<file path="src/rtl/obwb_write.sv">
// Object-processor writeback writer: merges updated data/height/remainder fields
// into captured object phrases and writes them back. Optional OBWB_SKIP_ZERO_EN.
module obwb_write #(
    parameter int ADDR_W     = 21,
    parameter int PH2_OFFSET = 2
) (
    input  logic              clk,
    input  logic              resetl,
    input  logic              obld_0,
    input  logic              obld_2,
    input  logic [63:0]       d,
    input  logic [ADDR_W-1:0] obj_addr,
    input  logic              scaled,
    input  logic              wbstart,
    input  logic              wbkdone,
    input  logic [20:0]       newdata,
    input  logic [9:0]        newheight,
    input  logic [7:0]        newrem,
    output logic              wr_req,
    output logic [ADDR_W-1:0] wr_addr,
    output logic [63:0]       wr_data,
    input  logic              wr_ack,
    output logic              busy,
    output logic              wbdone
);

    typedef enum logic [2:0] {IDLE, WAITK, WR0, WR2, DONE} state_t;

    typedef struct packed {
        logic              req;
        logic [ADDR_W-1:0] addr;
        logic [63:0]       data;
    } wr_t;

    localparam logic [63:0] MASK0 = 64'hFFFF_F800_00FF_C000;
    localparam logic [63:0] MASK2 = 64'h0000_0000_00FF_0000;

    state_t            state, nstate;
    logic [63:0]       ph0, ph2;
    logic [ADDR_W-1:0] base;
    logic              scaled_q, skip_q;
    wr_t               wr_q, wr_nxt;
    logic              busy_nxt, wbdone_nxt;

    logic              cap0, cap2, ack, enter_wr0, enter_wr2, skip_now;
    logic [63:0]       ph0_eff;
    logic [ADDR_W-1:0] base_eff;

    // Capture only while idle; same-edge capture must be visible to a WR0 entry.
    assign cap0     = (state == IDLE) && obld_0;
    assign cap2     = (state == IDLE) && obld_2;
    assign ph0_eff  = cap0 ? d : ph0;
    assign base_eff = cap0 ? obj_addr : base;
    assign ack      = wr_q.req && wr_ack;

    assign enter_wr0 = (nstate == WR0) && (state != WR0);
    assign enter_wr2 = (nstate == WR2) && (state != WR2);

`ifdef OBWB_SKIP_ZERO_EN
    assign skip_now = (newheight == 10'd0);
`else
    assign skip_now = 1'b0;
`endif

    // State, capture and registered outputs
    always_ff @(posedge clk or negedge resetl) begin
        if (!resetl) begin
            state    <= IDLE;
            ph0      <= '0;
            ph2      <= '0;
            base     <= '0;
            scaled_q <= 1'b0;
            skip_q   <= 1'b0;
            wr_q     <= '0;
            busy     <= 1'b0;
            wbdone   <= 1'b0;
        end else begin
            state <= nstate;
            if (cap0) begin
                ph0  <= d;
                base <= obj_addr;
            end
            if (cap2)
                ph2 <= d;
            if (enter_wr0) begin
                scaled_q <= scaled;
                skip_q   <= skip_now;
            end
            wr_q   <= wr_nxt;
            busy   <= busy_nxt;
            wbdone <= wbdone_nxt;
        end
    end

    always_comb begin
        nstate = state;
        case (state)
            IDLE:    if (wbstart) nstate = wbkdone ? WR0 : WAITK;
            WAITK:   if (wbkdone) nstate = WR0;
            WR0:     if (ack) nstate = (scaled_q && !skip_q) ? WR2 : DONE;
            WR2:     if (ack) nstate = DONE;
            DONE:    nstate = IDLE;
            default: nstate = IDLE;
        endcase
    end

    // Address/data are loaded on entry to a write state and held until ack
    always_comb begin
        wr_nxt     = wr_q;
        wr_nxt.req = (nstate == WR0) || (nstate == WR2);
        if (enter_wr0) begin
            wr_nxt.addr = base_eff;
            wr_nxt.data = (ph0_eff & ~MASK0) | {newdata, 43'd0}
                        | {40'd0, newheight, 14'd0};
        end else if (enter_wr2) begin
            wr_nxt.addr = base + ADDR_W'(PH2_OFFSET);
            wr_nxt.data = (ph2 & ~MASK2) | {40'd0, newrem, 16'd0};
        end
        busy_nxt   = (nstate != IDLE);
        wbdone_nxt = (nstate == DONE);
    end

    assign wr_req  = wr_q.req;
    assign wr_addr = wr_q.addr;
    assign wr_data = wr_q.data;

endmodule

</file>
<file path="config.mk">
export PLATFORM = sky130hd
export DESIGN_NAME = obwb_write
export DESIGN_NICKNAME = d
export VERILOG_FILES = /design/src/rtl/obwb_write.sv
export SDC_FILE = /design/constraint.sdc
export NUM_CORES = 1
export LEC_CHECK = 0
export ABC_AREA = 0
export CAP_MARGIN = 20
export CORE_MARGIN = 2
export CORE_UTILIZATION = 47
export DETAILED_ROUTE_END_ITERATION = 16
export PLACE_DENSITY = 0.87
export SYNTH_ARGS = -nofsm -noshare
export SYNTH_HDL_FRONTEND = slang
export SYNTH_SLANG_ARGS = --single-unit
</file>
<file path="constraint.sdc">
create_clock -name clk -period 2.32 [get_ports clk]
set_input_delay 0.464 -clock clk [delete_from_list [all_inputs] [get_ports clk]]
set_output_delay 0.464 -clock clk [all_outputs]
set_load 0.005 [all_outputs]
</file>
Word-level counts from Yosys, hierarchy flattened
Cells that the tools add are included.
{ "totals": {"regBits": 220, "inputBits": 132, "out_inout_bits": 88} }
{ "classes": {"add_sub_neg": 1, "n_bitwise": 3, "reduce_logical": 9, "n_mux": 11, "n_eq_ne": 8} }
{ "op_table": {"columns": ["cell", "count"], "rows": [
  ["$mux W85", 2],
  ["$or A64 B24 Y64", 2],
  ["$or A43 B64 Y64", 1],
  ["$mux W43", 1],
  ["$add A21 B2 Y21 const B", 1],
  ["$mux W21", 1],
  ["$mux W3", 5],
  ["$eq A3 B2 Y1 const B", 4],
  ["$pmux W3 S4", 1],
  ["$ne A3 B2 Y1 const B", 2],
  ["$logic_and A1 B1 Y1", 5],
  ["$eq A3 B1 Y1 const B", 1],
  ["$eq A3 B3 Y1 const B", 1],
  ["$logic_not A3 Y1", 1],
  ["$reduce_bool A3 Y1", 1],
  ["$mux W2", 1],
  ["$reduce_bool A2 Y1", 1],
  ["$logic_or A1 B1 Y1", 1]
]} }

Logic depth before layout (Yosys ltp)
{ "depth": {"word_depth": 7, "ltp_mapped": 8, "ltp_nobuf": 6} }

Worst setup path before layout
No wires, ideal clock.
{ "synth_path": {"kind": "reg2reg", "start": "register state[0]", "end": "register wr_q, in the netlist wr_addr[13]", "period_less_slack_ns": 1.887, "t_arrival_ns": 1.761, "t_required_ns": 2.194, "setup_slack_ns": 0.433, "setup_time_ns": 0.126, "stages_incl_launch_ff": 6, "cell_sequence": "dfrtp_1 > nor4b_1 > buf_2 > buf_2 > mux2_2 > a221o_1"} }
{ "synth_rtl": {"columns": ["item", "line_no", "text"], "rows": [
  ["from (decl)", "38", "state_t state, nstate;"],
  ["from (signal assigned)", "78", "state <= nstate;"],
  ["$logic_not A3 Y1", "50", "assign cap0 = (state == IDLE) && obld_0;"],
  ["$logic_and A1 B1 Y1", "50", null],
  ["$mux W21", null, null],
  ["via base_eff[13]", "47", "logic [ADDR_W-1:0] base_eff;"],
  ["$mux W85", "111", "if (enter_wr0) begin"],
  ["to (signal assigned)", "89", "wr_q <= wr_nxt;"],
  ["to (decl)", "42", "wr_t wr_q, wr_nxt;"]
]} }
The timed path passes the listed nets, and every way through them passes these cells.
A chain may end at the register's enable or synchronous reset.

Final worst setup path
{ "layout_path": {"start": "register state[0]", "end": "register wr_q, in the netlist wr_data[44]"} }
{ "layout_between": {"elab_chain_cells": 5} }
{ "layout_lines": {"columns": ["item", "line_no", "text"], "rows": [
  ["$eq A3 B2 Y1, or another cell as far along", "97", "case (state)"],
  ["$pmux W3 S4", "97", null],
  ["$eq A3 B2 Y1 (on tied branches)", "56, 57", null],
  ["$logic_and A1 B1 Y1 (on tied branches)", "56, 57", null],
  ["$mux W85 / $reduce_bool A2 Y1 (equally long branches)", null, null]
]} }
Several ways; a longest one is shown, not always the timed one.

==> metrics.md <==
| Metric | Value |
|---|---|
| Slew @ Worst Pin | slightly below 0.8 ns |
| Clock share of power | 0.224 |
| Max_cap viols | 0 |
| Final core utilization | 0.6689 |
| CTS Buf Count | 22 |
| Final nets | between 1000 and 1500 |
| Clock root cell | clkbuf_16 |
| Num rows | between 40 and 50 |
| Count leader, synth | dfrtp_1 |
| CP required | around 2.7 ns |
| Routability congestion estimate from global placement | 0.8081 |
| Setup WS pre-CTS | -0.3459 ns |
| Endpoints failing hold | 0 |
| First-pass GRT wire length | between 30000 and 40000 um |
| Top-Level Pins | 220 |
| Chip width | between 100 and 150 um |
| #FFs+latches synth | around 200 |
| Post-synth EDFFs | 0 |
| Layout area overhead | 39.26% |
| Simple-gate share of the synthesized area | 0.1105 |
| Worst setup SP type | flop |
| Post-synthesis mux area share | 0.1496 |
| Int Power | roughly 11 mW |
| Final worst-path cycle share | 0.9024 |
| Comb pwr share | 0.371 |
| Crit path DAT | roughly 2.5 ns |
| Synth area leader | dfrtp_1 |
| Slew margin rel. | 0.4874 |
| DRT Pass-1 Iters | 4 |
| FILL cells | 1251 |
| Hold path start | wr_data[45] |
| Slowest cell on the critical path | buf_4 |
| Starting DRT DRC Count | 247 |
| Synth top cells by count | 202 x dfrtp_1, 154 x nand2_1, 110 x mux2_2 |
| Vias in the first global route | ~6500 |
| Net Switching | 4.753 mW |
| Tmin final | 2.094 ns |
| CP Class | reg2reg |
| Synth Instances | between 600 and 700 |
| Tot Pwr | 15.53 mW |
| CTS Sinks | between 200 and 250 |
| Peak supply drop | between 0.8 and 0.9 mV |
| CP endpoint kind | flop |
| Final instance area | ~0.012 sq mm |
| Synth Area in XOR/XNOR | 0.01904 |
| FFs w/ async S/R, synth | 1.000 |
| Final WS setup | around 0.23 ns |
| Cell Area, Placed | 0.01078 sq mm |
| RSZ-0062 raised after global routing | no |
| Fraction of layout instances using a drive strength above 1 | 0.1935 |
| Worst Skew | ~0.012 ns |
| Largest family of logic cells by synthesized area | multiplexers |
| CTS tree | done |
| Top cell type's share of synthesized area | 0.6105 |
| Antenna violation net count after detailed routing | 0 |
| Crit path cell chain | buf_4 -> nand2b_1 -> nor3_2 -> buf_4 -> buf_4 -> a22oi_1 -> nand2_1 |
| Slowest stage delay, CP | ~0.42 ns |
| Clk Latency, worst-skew pair | 0.50 ns |
| Syn Nets | roughly 830 |
| DRC Markers | 0 |
| Clock Path Buffers | 3 |
| CP max FO | 29 |
| Post-CTS Setup Inserts | 0 |
| Synth unique cells | 33 |
| Final WL | 21140 um |
| Critical path buffer and inverter count | 3 |
| Ys Warns | 0 |
| Endpoints failing setup | 0 |
| Sequential power share | 0.405 |
| Initial Util | 0.4803 |
| H-tree depth | 1 |
| Die area | about 0.019 sq mm |
| Main synth FF type | dfrtp_1 |
| Grt ovf | 0 |
| Reg-to-Reg Start | state[0] |
| Initial antenna violation count | 1 |
| Seq/Total Area, Yosys | 0.6105 |
| Power density over cell area | 1347 mW/mm^2 |
| Adder-cell share of the synthesized area | 0.001511 |
| I/O Buffers | 211 |
| Leak | approximately 5 nW |
| DP HPWL | roughly 14000 um |
| Core area | between 0.015 and 0.02 sq mm |
| Most area-consuming cells after synthesis | dfrtp_1 61%, mux2_2 15%, nand2_1 7.0% |
| Setup crit start | state[0] |
| Vias per cell | 5.401 |
| Most used cell, CP | buf_4 |
| HP Class | reg2reg |
| DIE HEIGHT | around 140 um |
| Slew Viols, Final | 0 |
| Largest net degree at the start of global routing | 68 |
| Cell Area, Synth | around 0.0083 sq mm |
| Switching share of power | 0.3060 |
| Status | complete, no violations |
| Vias | 6243 |
| Worst-path clk slew | approximately 0.060 ns |
| GRT Overall Usage | 0.2257 |
| Crit-path leading delay family | buffers and inverters |
| Routed length per instance | 18.29 um |
| Max Fclk | around 480 MHz |
| Synthesized area per cell | 11.91 sq um |
| Compound-gate portion of the synthesized area | 0.08357 |
==> worst reg2reg max path, stage by stage (launching register included) <==
cell and delay, ns:
dfrtp_1 0.37, buf_4 0.16, nand2b_1 0.18, nor3_2 0.27, buf_4 0.35, buf_4 0.42
a22oi_1 0.16, nand2_1 0.11
==> layer usage <==
metal | track usage | vias up | wire (um)
met5 | 0 | - | 0
met4 | 0.06250 | 0 | 550
met3 | 0.05296 | 41 | 1428
met2 | 0.3808 | 182 | 10420
met1 | 0.2924 | 3148 | 8742
li1 | - | 2872 | -
==> final timing paths <==
path | end | slack (ns) | depth (start not counted)
worst min register to register | wr_data[45] | 0.47 | 2
worst min-delay path | wr_data[45] | 0.47 | 2
min in group asynchronous | ph2[11] | 0.53 | 2
max in group asynchronous | ph2[52] | 1.07 | 3
worst max-delay path | wr_data[44] | 0.23 | 7
worst max register to register | wr_data[44] | 0.23 | 7
==> layout make-up <==
type | instances | area, sq um | area share
clock inverters | 4 | 70.07 | 0.006077
multi-input cells | 450 | 3042 | 0.2638
well taps | 225 | 281.5 | 0.02442
repair buffers | 243 | 2434 | 0.2111
diodes | 1 | 2.502 | 0.0002170
flip-flops and latches | 202 | 5055 | 0.4384
clock buffers | 31 | 645.6 | 0.05600
==> repair_timing <==
| action | in CTS | in global routing |
|---|---|---|
| endpoints found under the hold margin | 37 | 0 |
| resized for setup | 0 | 0 |
| hold buffers | 1 | 0 |
==> registers in the layout, summed over array words and instances (netlist names) <==
signal,cells
wr_data,64
ph2,56
ph0,33
base,21
wr_addr,21
state,3
busy,1
scaled_q,1
wbdone,1
wr_req,1
==> power by group through the flow <==
stage	registers (mW)	clock network [mW]	logic, mW
floorplan	6.18	0	3.03
global placement	6.24	0	5.54
detailed placement	6.32	0	5.74
CTS	6.29	3.54	5.79
global route	6.50	3.67	6.30
finish	6.29	3.48	5.76
==> cells in the final DEF (no fill, tap or decap), types with 8 or more instances in the layout <==
cell / count
clkdlybuf4s50_1: 210
dfrtp_1: 202
nand2_1: 154
mux2_2: 110
a22oi_1: 51
nor2_1: 35
buf_4: 25
clkbuf_16: 23
a31oi_1: 18
xnor2_1: 10
o21ai_0: 9
xor2_1: 8
==> logic make-up after synthesis <==
| family | count (synthesis) |
|---|---|
| AND/OR/NAND/NOR | 221 |
| buffers and inverters | 43 |
| XOR/XNOR | 18 |
| multiplexers | 110 |
| AO/OA/AOI/OAI | 100 |
| flip-flops | 202 |
| adder cells (fa/ha/maj) | 1 |
==> stage by stage <==
step                setup TNS [ns]  hold WS, ns  std cells
global placement            -15.59       0.4582       1118
global route                     0       0.4952       1155
detailed placement          -12.86       0.4635       1118
finish                           0       0.4745       1156
CTS                              0       0.4806       1154
floorplan                        0       0.1684        695
Power figures use the tool's default switching activity.
